**config.mk**
```make
export PLATFORM = sky130hd
export DESIGN_NAME = tdm_demux4
export DESIGN_NICKNAME = d
export VERILOG_FILES = /design/src/rtl/tdm_demux4.sv
export SDC_FILE = /design/constraint.sdc
export NUM_CORES = 1
export LEC_CHECK = 0
export CORE_MARGIN = 2
export CORE_UTILIZATION = 38
export CTS_BUF_LIST = sky130_fd_sc_hd__clkbuf_4
export DETAILED_ROUTE_END_ITERATION = 10
export PLACE_DENSITY = 0.66
export SETUP_SLACK_MARGIN = 0.15
export SYNTH_ARGS = -nofsm -noshare
export SYNTH_HDL_FRONTEND = slang
export SYNTH_SLANG_ARGS = --single-unit
export TNS_END_PERCENT = 20
```
**constraint.sdc**
```tcl
create_clock -name clk -period 1.55 [get_ports clk]
set_clock_uncertainty 0.1 [all_clocks]
set_input_delay 0.465 -clock clk [delete_from_list [all_inputs] [get_ports clk]]
set_output_delay 0.465 -clock clk [all_outputs]
set_load 0.02 [all_outputs]
```
**src/rtl/tdm_demux4.sv**
```systemverilog
// Four-channel TDM demultiplexer: locks onto the slot-0 sync marker, rebuilds
// the four channel words and publishes each complete frame with a valid pulse.
module tdm_demux4 #(
  parameter int W        = 1,
  parameter int MISS_MAX = 2
) (
  input  logic           clk,
  input  logic           rst,
  input  logic [W-1:0]   din,
  input  logic           din_en,
  input  logic           sync,
  input  logic [1:0]     s,
  output logic [4*W-1:0] y,
  output logic           frame_vld,
  output logic [W-1:0]   ys,
  output logic           locked,
  output logic [1:0]     slot,
  output logic           sync_err
);

  localparam int MW = $clog2(MISS_MAX + 1);
  localparam logic [MW-1:0] MISS_LIM = MW'(MISS_MAX);

  typedef enum logic {HUNT, LOCKED} state_t;

  state_t              state, state_nx;
  logic [2:0][W-1:0]   shadow, shadow_nx;
  logic [1:0]          slot_nx;
  logic [MW-1:0]       miss, miss_nx, miss_inc;
  logic [4*W-1:0]      y_nx;
  logic                vld_nx, err_nx;

  always_ff @(posedge clk) begin
    if (rst) begin
      state     <= HUNT;
      shadow    <= '0;
      slot      <= '0;
      miss      <= '0;
      y         <= '0;
      frame_vld <= 1'b0;
      sync_err  <= 1'b0;
    end else begin
      state     <= state_nx;
      shadow    <= shadow_nx;
      slot      <= slot_nx;
      miss      <= miss_nx;
      y         <= y_nx;
      frame_vld <= vld_nx;
      sync_err  <= err_nx;
    end
  end

  assign miss_inc = miss + 1'b1;

  always_comb begin
    state_nx  = state;
    shadow_nx = shadow;
    slot_nx   = slot;
    miss_nx   = miss;
    y_nx      = y;
    vld_nx    = 1'b0;
    err_nx    = 1'b0;
    if (din_en) begin
      case (state)
        HUNT: begin
          if (sync) begin
            shadow_nx[0] = din;
            slot_nx      = 2'd1;
            miss_nx      = '0;
            state_nx     = LOCKED;
          end
        end
        LOCKED: begin
          if (slot == 2'd0) begin
            if (sync) begin
              shadow_nx[0] = din;
              slot_nx      = 2'd1;
              miss_nx      = '0;
            end else begin
              // Flywheel through a missing marker until the miss budget runs out.
              err_nx = 1'b1;
              if (miss_inc == MISS_LIM) begin
                state_nx = HUNT;
                slot_nx  = 2'd0;
                miss_nx  = '0;
              end else begin
                miss_nx      = miss_inc;
                shadow_nx[0] = din;
                slot_nx      = 2'd1;
              end
            end
          end else if (sync) begin
            // Marker arrived early: restart the frame on this beat.
            err_nx       = 1'b1;
            shadow_nx[0] = din;
            slot_nx      = 2'd1;
            miss_nx      = '0;
          end else if (slot == 2'd3) begin
            y_nx    = {din, shadow[2], shadow[1], shadow[0]};
            vld_nx  = 1'b1;
            slot_nx = 2'd0;
          end else if (slot == 2'd1) begin
            shadow_nx[1] = din;
            slot_nx      = 2'd2;
          end else begin
            shadow_nx[2] = din;
            slot_nx      = 2'd3;
          end
        end
        default: state_nx = HUNT;
      endcase
    end
  end

  assign locked = (state == LOCKED);
  assign ys     = y[s*W +: W];

endmodule
```
After elaboration in Yosys (flattened, before gate mapping)
Index checks and enable logic that the tools add are counted.
Cells by class
  shifts and indexed selects: 1
  equality and inequality tests: 5
  bitwise gates (word level): 6
  add/sub/neg operators: 1
  reduce and logical (&&, ||, !) cells: 8
  mux-type cells: 26
Operators by type and width (count)
  2-bit 2-to-1 mux: 8
  1-bit 2-to-1 mux: 14
  6-bit AND reduction: 2
  2-bit case mux with 2 select lines: 2
  1-bit inverter: 6
  5-bit AND reduction: 1
  5-bit OR reduction: 1
  2-bit == test, second input constant: 2
  4-bit inequality test, second input constant: 1
  1-bit case mux with 2 select lines: 2
  2-bit AND reduction: 2
  4-bit by 3-bit indexed part select with 1-bit output: 1
  3-bit OR reduction: 1
  2-bit by 1-bit adder with 2-bit output, second input constant: 1
  2-bit by 1-bit == test with 1-bit output, second input constant: 1
  2-bit logical NOT: 1
  2-bit inequality test, second input constant: 1
Storage, ports and cells
  bits in registers: 14
  word-level logic and storage cells: 56
  output and inout bits: 10
  input port bits: 7

Longest topological paths before layout
Gate-level depths: netlist of run 1.
  depth after elaboration: 6
  gate-level depth with buffers: 7
  gate-level depth less buffers: 7

Worst setup path before layout of run 1
No wires, ideal clock.
  kind: reg2reg
  start: register slot[0]
  end: register shadow[2] in the netlist's numbering
  buffers on the path: 0
  slack: -308 ps
  setup time: 71 ps
  cell stages (with the launch flop): 8
  data required time: 1379 ps
  clock period less this slack: 1858 ps
  arrival: 1687 ps
  cell sequence: dfxtp_1 inv_1 ha_1 inv_1 ha_1 nand3_1 or4b_1 a21oi_1
On the way
  word-level cells in the longest chain between the ends: 3
  elaborated cells between the ends (all ways): 7
  classes of those cells: eq/ne: 2; bitwise: 3; reduce/logical: 2
Ends and longest elaborated chain
  start, declared: line 17  | output logic [1:0] slot,
  start signal, assigned: line 45  | slot <= slot_nx;
  2-bit by 1-bit == test with 1-bit output, or another cell as far along: line 102  | end else if (slot == 2'd1) begin
  1-bit inverter (no source line)
  6-bit AND reduction (no source line) (*)
  end signal, assigned: line 44  | shadow <= shadow_nx;
  end, declared: line 27  | logic [2:0][W-1:0] shadow, shadow_nx;
Mark *: on every way between the ends. The rest lies on a longest branch, timed or not.
A chain may end at the register's enable or synchronous reset.

Final worst setup path of run 1
  start: register y[0]
  end: output ys
On the way
  word-level cells in the longest chain between the ends: 1
Ends and longest elaborated chain
  start, declared: line 13  | output logic [4*W-1:0] y,
  start signal, assigned: line 47  | y <= y_nx;
  4-bit by 3-bit indexed part select with 1-bit output: line 116  | assign ys = y[s*W +: W];
  end, declared: line 15  | output logic [W-1:0] ys,
Every way passes these cells.

==> results.md, run 1 <==
- CP Launch Type: register
- Initial Util: 40.7%
- Global-route wire length before repair: approximately 2700 µm
- Via Count: 689
- Top-area cell type share of the netlist area: about 40%
- Fmax: 0.555 GHz
- PnR worst setup slack: -251 ps
- Fin util: between 60 and 70%
- Die height: 47.0 µm
- H-Tree Depth: 1
- Initial antenna violation count: 0
- Synth cell count leaders: dfxtp_1 (14), a21oi_1 (6), nor2_1 (6), ha_1 (5), mux2i_1 (5)
- Worst setup EP type: output port
- Cell Pwr Density: roughly 640 nW/µm²
- Grt peak-use layer: met2
- DRC viols: 0
- Port bufs: 16
- RSZ-0062 raised after global routing: true
- Vias per inst: approximately 5
- GP Congestion: ~0.8
- EDFF count, synth: 0
- Met3 usage: 3.46%
- P&R area growth vs syn: 60.4%
- Leak: between 0.4 and 0.5 nW
- Clk root buf: clkbuf_4
- Async SR Flop Fraction: 0%
- Violated checks: setup timing
- Synthesized area: 702 µm²
- Ys flop type: dfxtp_1
- Post-synthesis net count: 86
- Syn Area/Cell: 9.49 µm²
- Overall power: around 720 µW
- Max-Cap Viols: 0
- Met1 usage: approximately a fifth
- Synth warn: 0
- Slew @ Worst Pin: about 310 ps
- I/O Pins: 17
- Slew headroom: about four fifths
- Tmin final: approximately 1800 ps
- Sink Count: 14
- Status: complete, but fails checks
- Final worst path period share: 116%
- Ant. Diodes: 0
- Worst vdd ir: 0.374 mV
- Final layout net count: about 130
- Post-Syn Instances: 74
- Max Fanout on Critical Path: 2
- Hold Vio Cnt, Final: 0
- CTS tree: yes
- Iter 0 DRT Violations: 16
- R2R cell count: 7
- Area contributors post-synth: dfxtp_1 (40%), ha_1 (8.9%), mux2i_1 (7.1%), a21oi_1 (4.3%), mux4_2 (3.2%)
- DR pass1 iterations: 4
- Required @ worst endpoint: between 900 and 1000 ps
- Setup CP Type: register to output port
- Layout cells sized above 1: about half
- Hold Buf Count CTS: 0
- CTS Buffer Depth: 2
- Hold Path Stages: 2
- Total Wirelength: approximately 1700 µm
- Area leader, netlist: dfxtp_1
- Total GRT Usage: between 10% and 20%
- Wire length per cell: about 12 µm
- Sequential element share of the synthesized area: about two fifths
- Cell Rows: 15
- Setup violations, final: 2
- Yosys cell types: 29
- GR Overflow Total: 0
- CORE AREA: around 1700 µm²
- Global routing usage on met2: roughly a third
- #FFs+latches synth: 14
- Worst-Skew Late Latency: around 280 ps
- Hold WC Path Type: register to register
- Slew Limit Fails: 0
- Most common cell in the synthesized netlist: dfxtp_1
- Antenna Nets Post-Route: 0
- WP data arrival: roughly 1200 ps
- CTS buffer count: 3
- Hpwl dp: about 1200 µm
- Register clock-pin slew on the reported worst setup and hold paths: ~90 ps
- Vias in the first global route: 646
- DIE WIDTH: roughly 47 µm
- Die area: between 2000 and 2500 µm²
- Largest net degree at the start of global routing: 11
flip-flops by register name, summed over array words and instances (netlist names):
name	flops
y	4
shadow	3
miss	2
slot	2
frame_vld	1
locked	1
sync_err	1
stage by stage:
| stage | hold WS, ps | area [µm²] | setup WS [ps] | cells | setup TNS [ps] |
|---|---|---|---|---|---|
| 6_report | 383 | 1130 | -251 | 138 | -281 |
| 5_1_grt | 409 | 1130 | -294 | 138 | -369 |
| 4_1_cts | 383 | 1100 | -238 | 138 | -290 |
| 3_5_place_dp | 364 | 1070 | -1000 | 133 | -5320 |
| 3_3_place_gp | 353 | 1070 | -996 | 133 | -5190 |
| 2_1_floorplan | 343 | 739 | -52.4 | 74 | -78.7 |
layout by cell type, fill, tap and decap left out, types with 2 or more instances in the layout:
| cell | netlist | layout |
|---|---|---|
| clkdlybuf4s50_1 | 0 | 2 |
| nand2b_1 | 2 | 2 |
| inv_4 | 0 | 3 |
| nand4_1 | 2 | 2 |
| dfxtp_1 | 14 | 9 |
| dfxtp_2 | 0 | 3 |
| a21oi_1 | 6 | 6 |
| o21ai_0 | 4 | 3 |
| ha_4 | 0 | 3 |
| nand3b_1 | 2 | 2 |
| nand2_1 | 4 | 4 |
| clkbuf_4 | 0 | 3 |
| buf_4 | 1 | 21 |
| buf_2 | 0 | 4 |
| dlygate4sd2_1 | 0 | 2 |
| nor3b_1 | 2 | 2 |
| buf_6 | 1 | 7 |
| dfxtp_4 | 0 | 2 |
| nor2_1 | 6 | 5 |
| mux2i_1 | 5 | 5 |
| inv_2 | 1 | 2 |
metal layers:
layer  part of all wire (%)  vias up  routed length [µm]
li1                       -      346                   -
met2                     55       17                 916
met1                     41      324                 688
met3                    3.7        2                  62
met5                      0        -                   0
met4                   0.71        0                  12
worst max-delay path, cell delays in order (launching register included):
cell and delay [ps]:
dfxtp_2 330, mux4_2 470, buf_6 150
final cells by class:
class                   instances  area, µm²
multi-input cells              52        442
clock buffers                   3       22.5
inverters                       5       26.3
well taps                      25       31.3
flip-flops and latches         14        292
fillers                       162        601
clock inverters                 1       3.75
repair buffers                 38        309
repair_timing:
action,CTS,global route
pin swaps,5,7
resized for setup,61,12
buffers inserted,1,0
gates cloned,0,0
endpoints found under the setup margin,22,18
worst paths after layout:
kind / end / slack (ps) / start
setup / recovery: ys / -250 / y[0]
hold / removal: shadow[2] / 380 / shadow[2]
setup reg to reg: shadow[2] / -30 / slot[1]
hold reg to reg: shadow[2] / 380 / shadow[2]
where the power goes:
part | switching, mW | total [mW] | leakage (nW) | internal (mW)
Combinational | 0.0680 | 0.136 | 0.358 | 0.0680
Clock | 0.122 | 0.215 | 0.0154 | 0.0932
Sequential | 0.00525 | 0.370 | 0.116 | 0.365
kinds of logic (layout without fill, tap and decap cells):
group	count (synthesis)	count (layout)	share of synthesized area (%)
mux	6	6	10.3
simple gates	27	27	23.2
fa+ha+maj	5	5	8.91
flops	14	14	39.9
compound gates	14	14	11.8
buf+inv	8	47	5.88
(Power assumes the default switching activity.)
==> run 2: changes to the inputs <==
Settings changed: GPL_TIMING_DRIVEN from default to 0, SLEW_MARGIN from default to 10.
==> results.md, run 2 (synthesized netlist as in run 1, its figures left out) <==
- GR Overflow Total: 0 (unchanged)
- Iter 0 DRT Violations: 7 (-9)
- Cell Pwr Density: 683 nW/µm² (+6.7%)
- Die height: 47.0 µm (unchanged)
- GP Congestion: 0.800 (-0.42%)
- Final worst path period share: 115% (-1.2 points)
- Overall power: 700 µW (-2.9%)
- DR pass1 iterations: 4 (unchanged)
- Design Area, Final: 1020 µm² (-9.0%)
- CTS tree: yes
- Slew @ Worst Pin: 298 ps (-8.52 ps)
- Leak: 0.437 nW (-11%)
- Slew Limit Fails: 0 (unchanged)
- Worst-Skew Late Latency: 270 ps (about the same)
- Vias in the first global route: 587 (-9.1%)
- Setup TNS: -271 ps (+9.45 ps)
- Cell internal pwr: 517 µW (-1.7%)
- Clk root buf: clkbuf_4
- Pre-CTS setup slack: -1000 ps (-0.400 ps)
- Ant. Diodes: 0 (unchanged)
- Slowest stage cell on the critical path: mux4_2
- Fin util: 59.3% (-5.9 points)
- Antenna Nets Post-Route: 0 (unchanged)
- Worst-path cell chain: mux4_2, buf_6
- R2r startpoint: slot[1]
- Port bufs: 15 (-1)
- Inst Count DP: 114 (-14%)
- Vias per inst: 5.24 (+5.0%)
- Max Fanout on Critical Path: 2 (unchanged)
- PnR worst setup slack: -232 ps (+19.3 ps)
- Fmax: 0.561 GHz (+1.1%)
- Initial antenna violation count: 0 (unchanged)
- RSZ-0062 raised after global routing: true
- Psw: 183 µW (-6.3%)
- Total Wirelength: 1530 µm (-8.6%)
- CTS buffer count: 3 (unchanged)
- Clock share of power: 29.6% (-0.2 points)
- Hold WC Path Type: register to register
- CP Launch Type: register
- H-Tree Depth: 1 (unchanged)
- Violated checks: setup timing
- Hpwl dp: 1040 µm (-15%)
- Register clock-pin slew on the reported worst setup and hold paths: 80 ps (about the same)
- Hold Buf Count CTS: 0 (unchanged)
- CP max stage delay: 470 ps (about the same)
- Wire length per cell: 12.1 µm (-0.72%)
- Sequential Power Share: 52.9% (+1.6 points)
- Crit path buffers/inverters: 1 (unchanged)
- Total GRT Usage: 15.2% (-2.4 points)
- Switch share: 26.1% (-0.94 points)
- Biggest regs: y x4, shadow x3
- Hold Vio Cnt, Final: 0 (unchanged)
- P&R area growth vs syn: 46.0%
- DIE WIDTH: 47.0 µm (unchanged)
- WP data arrival: 1220 ps (-20 ps)
- Largest net degree at the start of global routing: 11 (unchanged)
- Final cell count without fillers: 127 (-8.0%)
- Setup CP Type: register to output port
- I/O Pins: 17 (unchanged)
- Worst Setup SP: y[3]
- Largest register by flop count: y
- Tmin final: 1780 ps (-19.3 ps)
- Comb pwr share: 17.5% (-1.3 points)
- Cell Rows: 15 (unchanged)
- Via Count: 666 (-3.3%)
- Commonest non-fill, non-tap cell in the layout: buf_4
- Final layout net count: 115 (-8.7%)
- Worst setup EP type: output port
- Max-Cap Viols: 0 (unchanged)
- CTS Buffer Depth: 2 (unchanged)
- WHS: 377 ps (-6.10 ps)
- Highest-count cells in the layout ignoring fill and taps: buf_4 (9), dfxtp_1 (8), buf_2 (7)
- Setup violations, final: 2 (unchanged)
- Initial Util: 40.7% (unchanged)
- CORE AREA: 1730 µm² (unchanged)
- Die area: 2210 µm² (unchanged)
- Max FFs per register: 4 (unchanged)
- Global-route wire length before repair: 2270 µm (-16%)
- CP top delay family: multiplexers
- Sink Count: 14 (unchanged)
- DRC viols: 0 (unchanged)
- Status: complete, but fails checks
- Slew headroom: 80.1% (+0.57 points)
- Layout cells sized above 1: 45.1% (-4.5 points)
- Area after DPL: 921 µm² (-14%)
- Required @ worst endpoint: 980 ps (about the same)
- Min-delay src: shadow[0]
- Worst vdd ir: 0.420 mV (+12%)
[run 2: power groups by stage]
| stage | clock [mW] | combinational [mW] | sequential, mW |
|---|---|---|---|
| after floorplan | 0 | 0.0592 | 0.385 |
| after global placement | 0 | 0.104 | 0.380 |
| after detailed placement | 0 | 0.104 | 0.380 |
| after CTS | 0.220 | 0.111 | 0.370 |
| after global routing | 0.232 | 0.135 | 0.371 |
| final | 0.207 | 0.123 | 0.370 |
[run 2: path summary, 6_finish.rpt]
check | to | slack [ps] | depth (start not counted)
worst max-delay path | ys | -230 | 2
worst min-delay path | shadow[0] | 380 | 2
worst max register to register | shadow[2] | -30 | 7
worst min register to register | shadow[0] | 380 | 2
[run 2: timing repair]
action                     4_1_cts  5_1_grt
setup endpoints to repair       22       16
setup buffers                    7        2
pin swaps                        6        9
resized for setup               56       13
[run 2: area by class of cell]
| cell class | instances | area [µm²] |
|---|---|---|
| Fill cell | 164 | 702 |
| Multi-Input combinational cell | 52 | 435 |
| Sequential cell | 14 | 293 |
| Timing Repair Buffer | 24 | 189 |
| Tap cell | 25 | 31.3 |
| Inverter | 5 | 26.3 |
| Buffer | 3 | 23.8 |
| Clock buffer | 3 | 22.5 |
| Clock inverter | 1 | 3.75 |
[run 2: worst min-delay path, delay by kind of cell (launching register included)]
family	cells	cell delay [ps]
DFF	1	320
muxes	1	50
and+or+nand+nor	1	60
[run 2: routing by layer]
layer / share of wire [%] / global-route usage, % / vias to the layer above
met4: 1.8 / 10.6 / 0
met5: 0 / 0 / -
met1: 42 / 15.9 / 315
li1: - / - / 324
met2: 51 / 26.0 / 23
met3: 5.6 / 4.23 / 4
==> run 3: changes to the inputs <==
Settings changed: ABC_AREA from default to 1.
==> results.md, run 3 <==
- WL met3: 81 µm (-5.8%)
- Highest-count cells in the layout ignoring fill and taps: nor2_1 (17), nand2_1 (15), inv_1 (10), dfxtp_1 (7)
- R2R cell count: 6 (-1)
- GR Overflow Total: 0 (unchanged)
- Via Count: 688 (+3.3%)
- Slew Limit Fails: 0 (unchanged)
- Syn Area/Cell: 7.23 µm² (-24%)
- Slew headroom: 83.5% (+3.5 points)
- Hold Buf Count CTS: 0 (unchanged)
- Switch share: 26.5% (+0.34 points)
- XOR/XNOR Fraction of Synth Area: 0% (unchanged)
- Synth warn: 0 (unchanged)
- Final layout net count: 135 (+17%)
- Violated checks: setup timing
- Sequential Power Share: 54.0% (+1.1 points)
- Cell Pwr Density: 702 nW/µm² (+2.7%)
- Fillers: 194 (+18%)
- Max Fanout on Critical Path: 2 (unchanged)
- Cell Rows: 15 (unchanged)
- CP Launch Type: register
- Final worst path period share: 102% (-12 points)
- Iter 0 DRT Violations: 7 (unchanged)
- Hold WC Path Type: register to register
- Inst Count DP: 141 (+24%)
- Worst Setup SP: y[3]
- Setup CP Type: register to output port
- DIE WIDTH: 47.6 µm (+1.4%)
- Sequential element share of the synthesized area: 38.8% (-1.2 points)
- Worst R2R Setup Slack: 210 ps (+240 ps)
- Post-Synth Simple-Gate Area: 29.8% (+6.6 points)
- CP top delay family: flip-flops
- Max FFs per register: 4 (unchanged)
- CTS tree: yes
- Vias in the first global route: 606 (+3.2%)
- Global-route wire length before repair: 2330 µm (+2.7%)
- Yosys cell types: 22 (-24%)
- Area leader, netlist: dfxtp_1
- Commonest non-fill, non-tap cell in the layout: nor2_1
- Worst vdd ir: 0.463 mV (+10%)
- Psw: 183 µW (+0.22%)
- Wire length per cell: 10.5 µm (-13%)
- Slowest stage cell on the critical path: dfxtp_2
- Cell internal pwr: 509 µW (-1.5%)
- CTS buffer count: 3 (unchanged)
- Hold Path Stages: 2 (unchanged)
- Clock share of power: 27.9% (-1.7 points)
- Final cell count without fillers: 146 (+15%)
- Post-Syn Instances: 100 (+35%)
- Ant. Diodes: 0 (unchanged)
- Worst-Skew Late Latency: 270 ps (about the same)
- Initial Util: 41.0% (+0.34 points)
- Fmax: 0.629 GHz (+12%)
- Most common cell in the synthesized netlist: nor2_1
- Initial antenna violation count: 0 (unchanged)
- Mux contribution to synthesized area: 0% (-10 points)
- RSZ-0062 raised after global routing: true
- Tmin final: 1590 ps (-193 ps)
- Post-synthesis net count: 112 (+30%)
- Antenna Nets Post-Route: 0 (unchanged)
- Worst setup EP type: output port
- CP max stage delay: 340 ps (-130 ps)
- DR pass1 iterations: 4 (unchanged)
- DRC viols: 0 (unchanged)
- Worst-path cell chain: nand2_2, a32oi_4, buf_6
- Required @ worst endpoint: 980 ps (about the same)
- DR WL met2: 768 µm (-1.7%)
- Clk root buf: clkbuf_4
- Port bufs: 16 (+1)
- Total Wirelength: 1530 µm (-0.33%)
- R2r startpoint: slot[0]
- Vias per inst: 4.71 (-10%)
- PnR worst setup slack: -38.7 ps (+193 ps)
- Die area: 2270 µm² (+2.8%)
- Hpwl dp: 1180 µm (+14%)
- Largest net degree at the start of global routing: 11 (unchanged)
- P&R area growth vs syn: 36.5%
- Biggest regs: y x4, shadow x3
- GP Congestion: 0.848 (+6.0%)
- Layout cells sized above 1: 36.4% (-8.7 points)
- EDFF count, synth: 0 (unchanged)
- I/O Pins: 17 (unchanged)
- Die height: 47.6 µm (+1.4%)
- Ys flop type: dfxtp_1
- Highest routed metal layer: met4
- Status: complete, but fails checks
- Comb pwr share: 18.1% (+0.6 points)
- Slew @ Worst Pin: 245 ps (-53.5 ps)
- Top-area cell type share of the netlist area: 38.8% (-1.2 points)
- WP data arrival: 1020 ps (-200 ps)
- Total GRT Usage: 15.3% (+0.11 points)
- Sink Count: 14 (unchanged)
- Area contributors post-synth: dfxtp_1 (39%), nor2_1 (9.3%), nand2_1 (8.8%), ha_1 (8.7%), inv_1 (7.3%)
- Overall power: 693 µW (-1.1%)
- Crit path buffers/inverters: 1 (unchanged)
- #FFs+latches synth: 14 (unchanged)
- Largest family of logic cells by synthesized area: simple AND/OR/NAND/NOR gates
- Hold Vio Cnt, Final: 0 (unchanged)
- Max-Cap Viols: 0 (unchanged)
- Async SR Flop Fraction: 0% (unchanged)
- Setup TNS: -38.7 ps (+233 ps)
- WL met1: 657 µm (+3.0%)
- Leak: 0.444 nW (+1.7%)
- Worst reg2reg endpoint: slot[0]
- CTS Buffer Depth: 2 (unchanged)
- Min-Delay Endpoint: miss[1]
- H-Tree Depth: 1 (unchanged)
- Synth cell count leaders: nor2_1 (18), nand2_1 (17), dfxtp_1 (14), inv_1 (14), o21ai_0 (7)
- Setup violations, final: 1 (-1)
- CORE AREA: 1760 µm² (+2.2%)
- Synthesized area: 723 µm² (+3.0%)
- Min-delay src: miss[1]
- Register clock-pin slew on the reported worst setup and hold paths: 80 ps (about the same)
- Post-synthesis adder-cell area fraction: 8.65% (-0.26 points)
- Largest register by flop count: y
- Post-synthesis compound-gate area fraction: 13.0% (+1.2 points)
==> run 3: changes by cell type after synthesis, sizes merged, moves of 3 or more <==
cell,before,now
mux2i,5,0
nand2,4,19
nor2,6,19
nand3,2,5
inv,5,15
nor3,0,3
o21ai,4,8
==> run 3: stage by stage <==
| step | worst slack [ps] | hold slack, ps | utilization (%) | cell area, µm² |
|---|---|---|---|---|
| global placement | -905 | 364 | 54.2 | 956 |
| global route | -103 | 417 | 56.0 | 987 |
| detailed placement | -922 | 372 | 54.2 | 956 |
| finish | -38.7 | 394 | 56.0 | 987 |
| CTS | -63.9 | 389 | 55.0 | 971 |
| floorplan | 147 | 342 | - | 764 |
==> run 3: logic make-up after synthesis <==
family / Yosys count
fa+ha+maj: 5
compound gates: 16
flops: 14
simple gates: 47
buf+inv: 18
==> run 3: routing by layer <==
layer,track usage (%),up-vias
met4,11.4,0
met2,27.3,18
met3,3.77,2
met5,0,-
li1,-,361
met1,15.2,307
==> run 3: layout make-up <==
class / count / area (µm²) / area share [%]
timing repair buffer: 18 / 138 / 13.9
inverter: 17 / 67.6 / 6.84
clock buffer: 3 / 22.5 / 2.28
tap: 25 / 31.3 / 3.17
multi-input combinational: 68 / 427 / 43.2
sequential: 14 / 294 / 29.8
buffer: 1 / 7.51 / 0.760
==> run 3: worst reg2reg max path, delay by kind of cell, from the launching register on <==
family                   cells  cell delay (ps)
AO/OA/AOI/OAI                1              170
adder cells (fa/ha/maj)      1              240
buffers and inverters        1              130
flip-flops                   1              360
AND/OR/NAND/NOR              3              260
==> run 3: timing repair <==
item,4_1_cts,5_1_grt
pin swaps,2,1
resized for setup,54,16
endpoints found under the setup margin,19,15
buffers inserted,1,1
==> run 3: how the worst max path moves through the flow <==
stage / endpoint / slack, ps / depth (start not counted)
5_1_grt: ys / -100 / 3
3_5_place_dp: ys / -920 / 4
4_1_cts: ys / -60 / 3
2_1_floorplan: ys / 150 / 3
6_report: ys / -40 / 3
3_3_place_gp: ys / -910 / 4
==> run 3: power groups by stage <==
| stage | sequential, mW | combinational [mW] | clock [mW] |
|---|---|---|---|
| 2_1_floorplan | 0.387 | 0.0695 | 0 |
| 3_3_place_gp | 0.382 | 0.122 | 0 |
| 3_5_place_dp | 0.382 | 0.124 | 0 |
| 4_1_cts | 0.374 | 0.123 | 0.208 |
| 5_1_grt | 0.376 | 0.139 | 0.224 |
| 6_report | 0.374 | 0.125 | 0.193 |
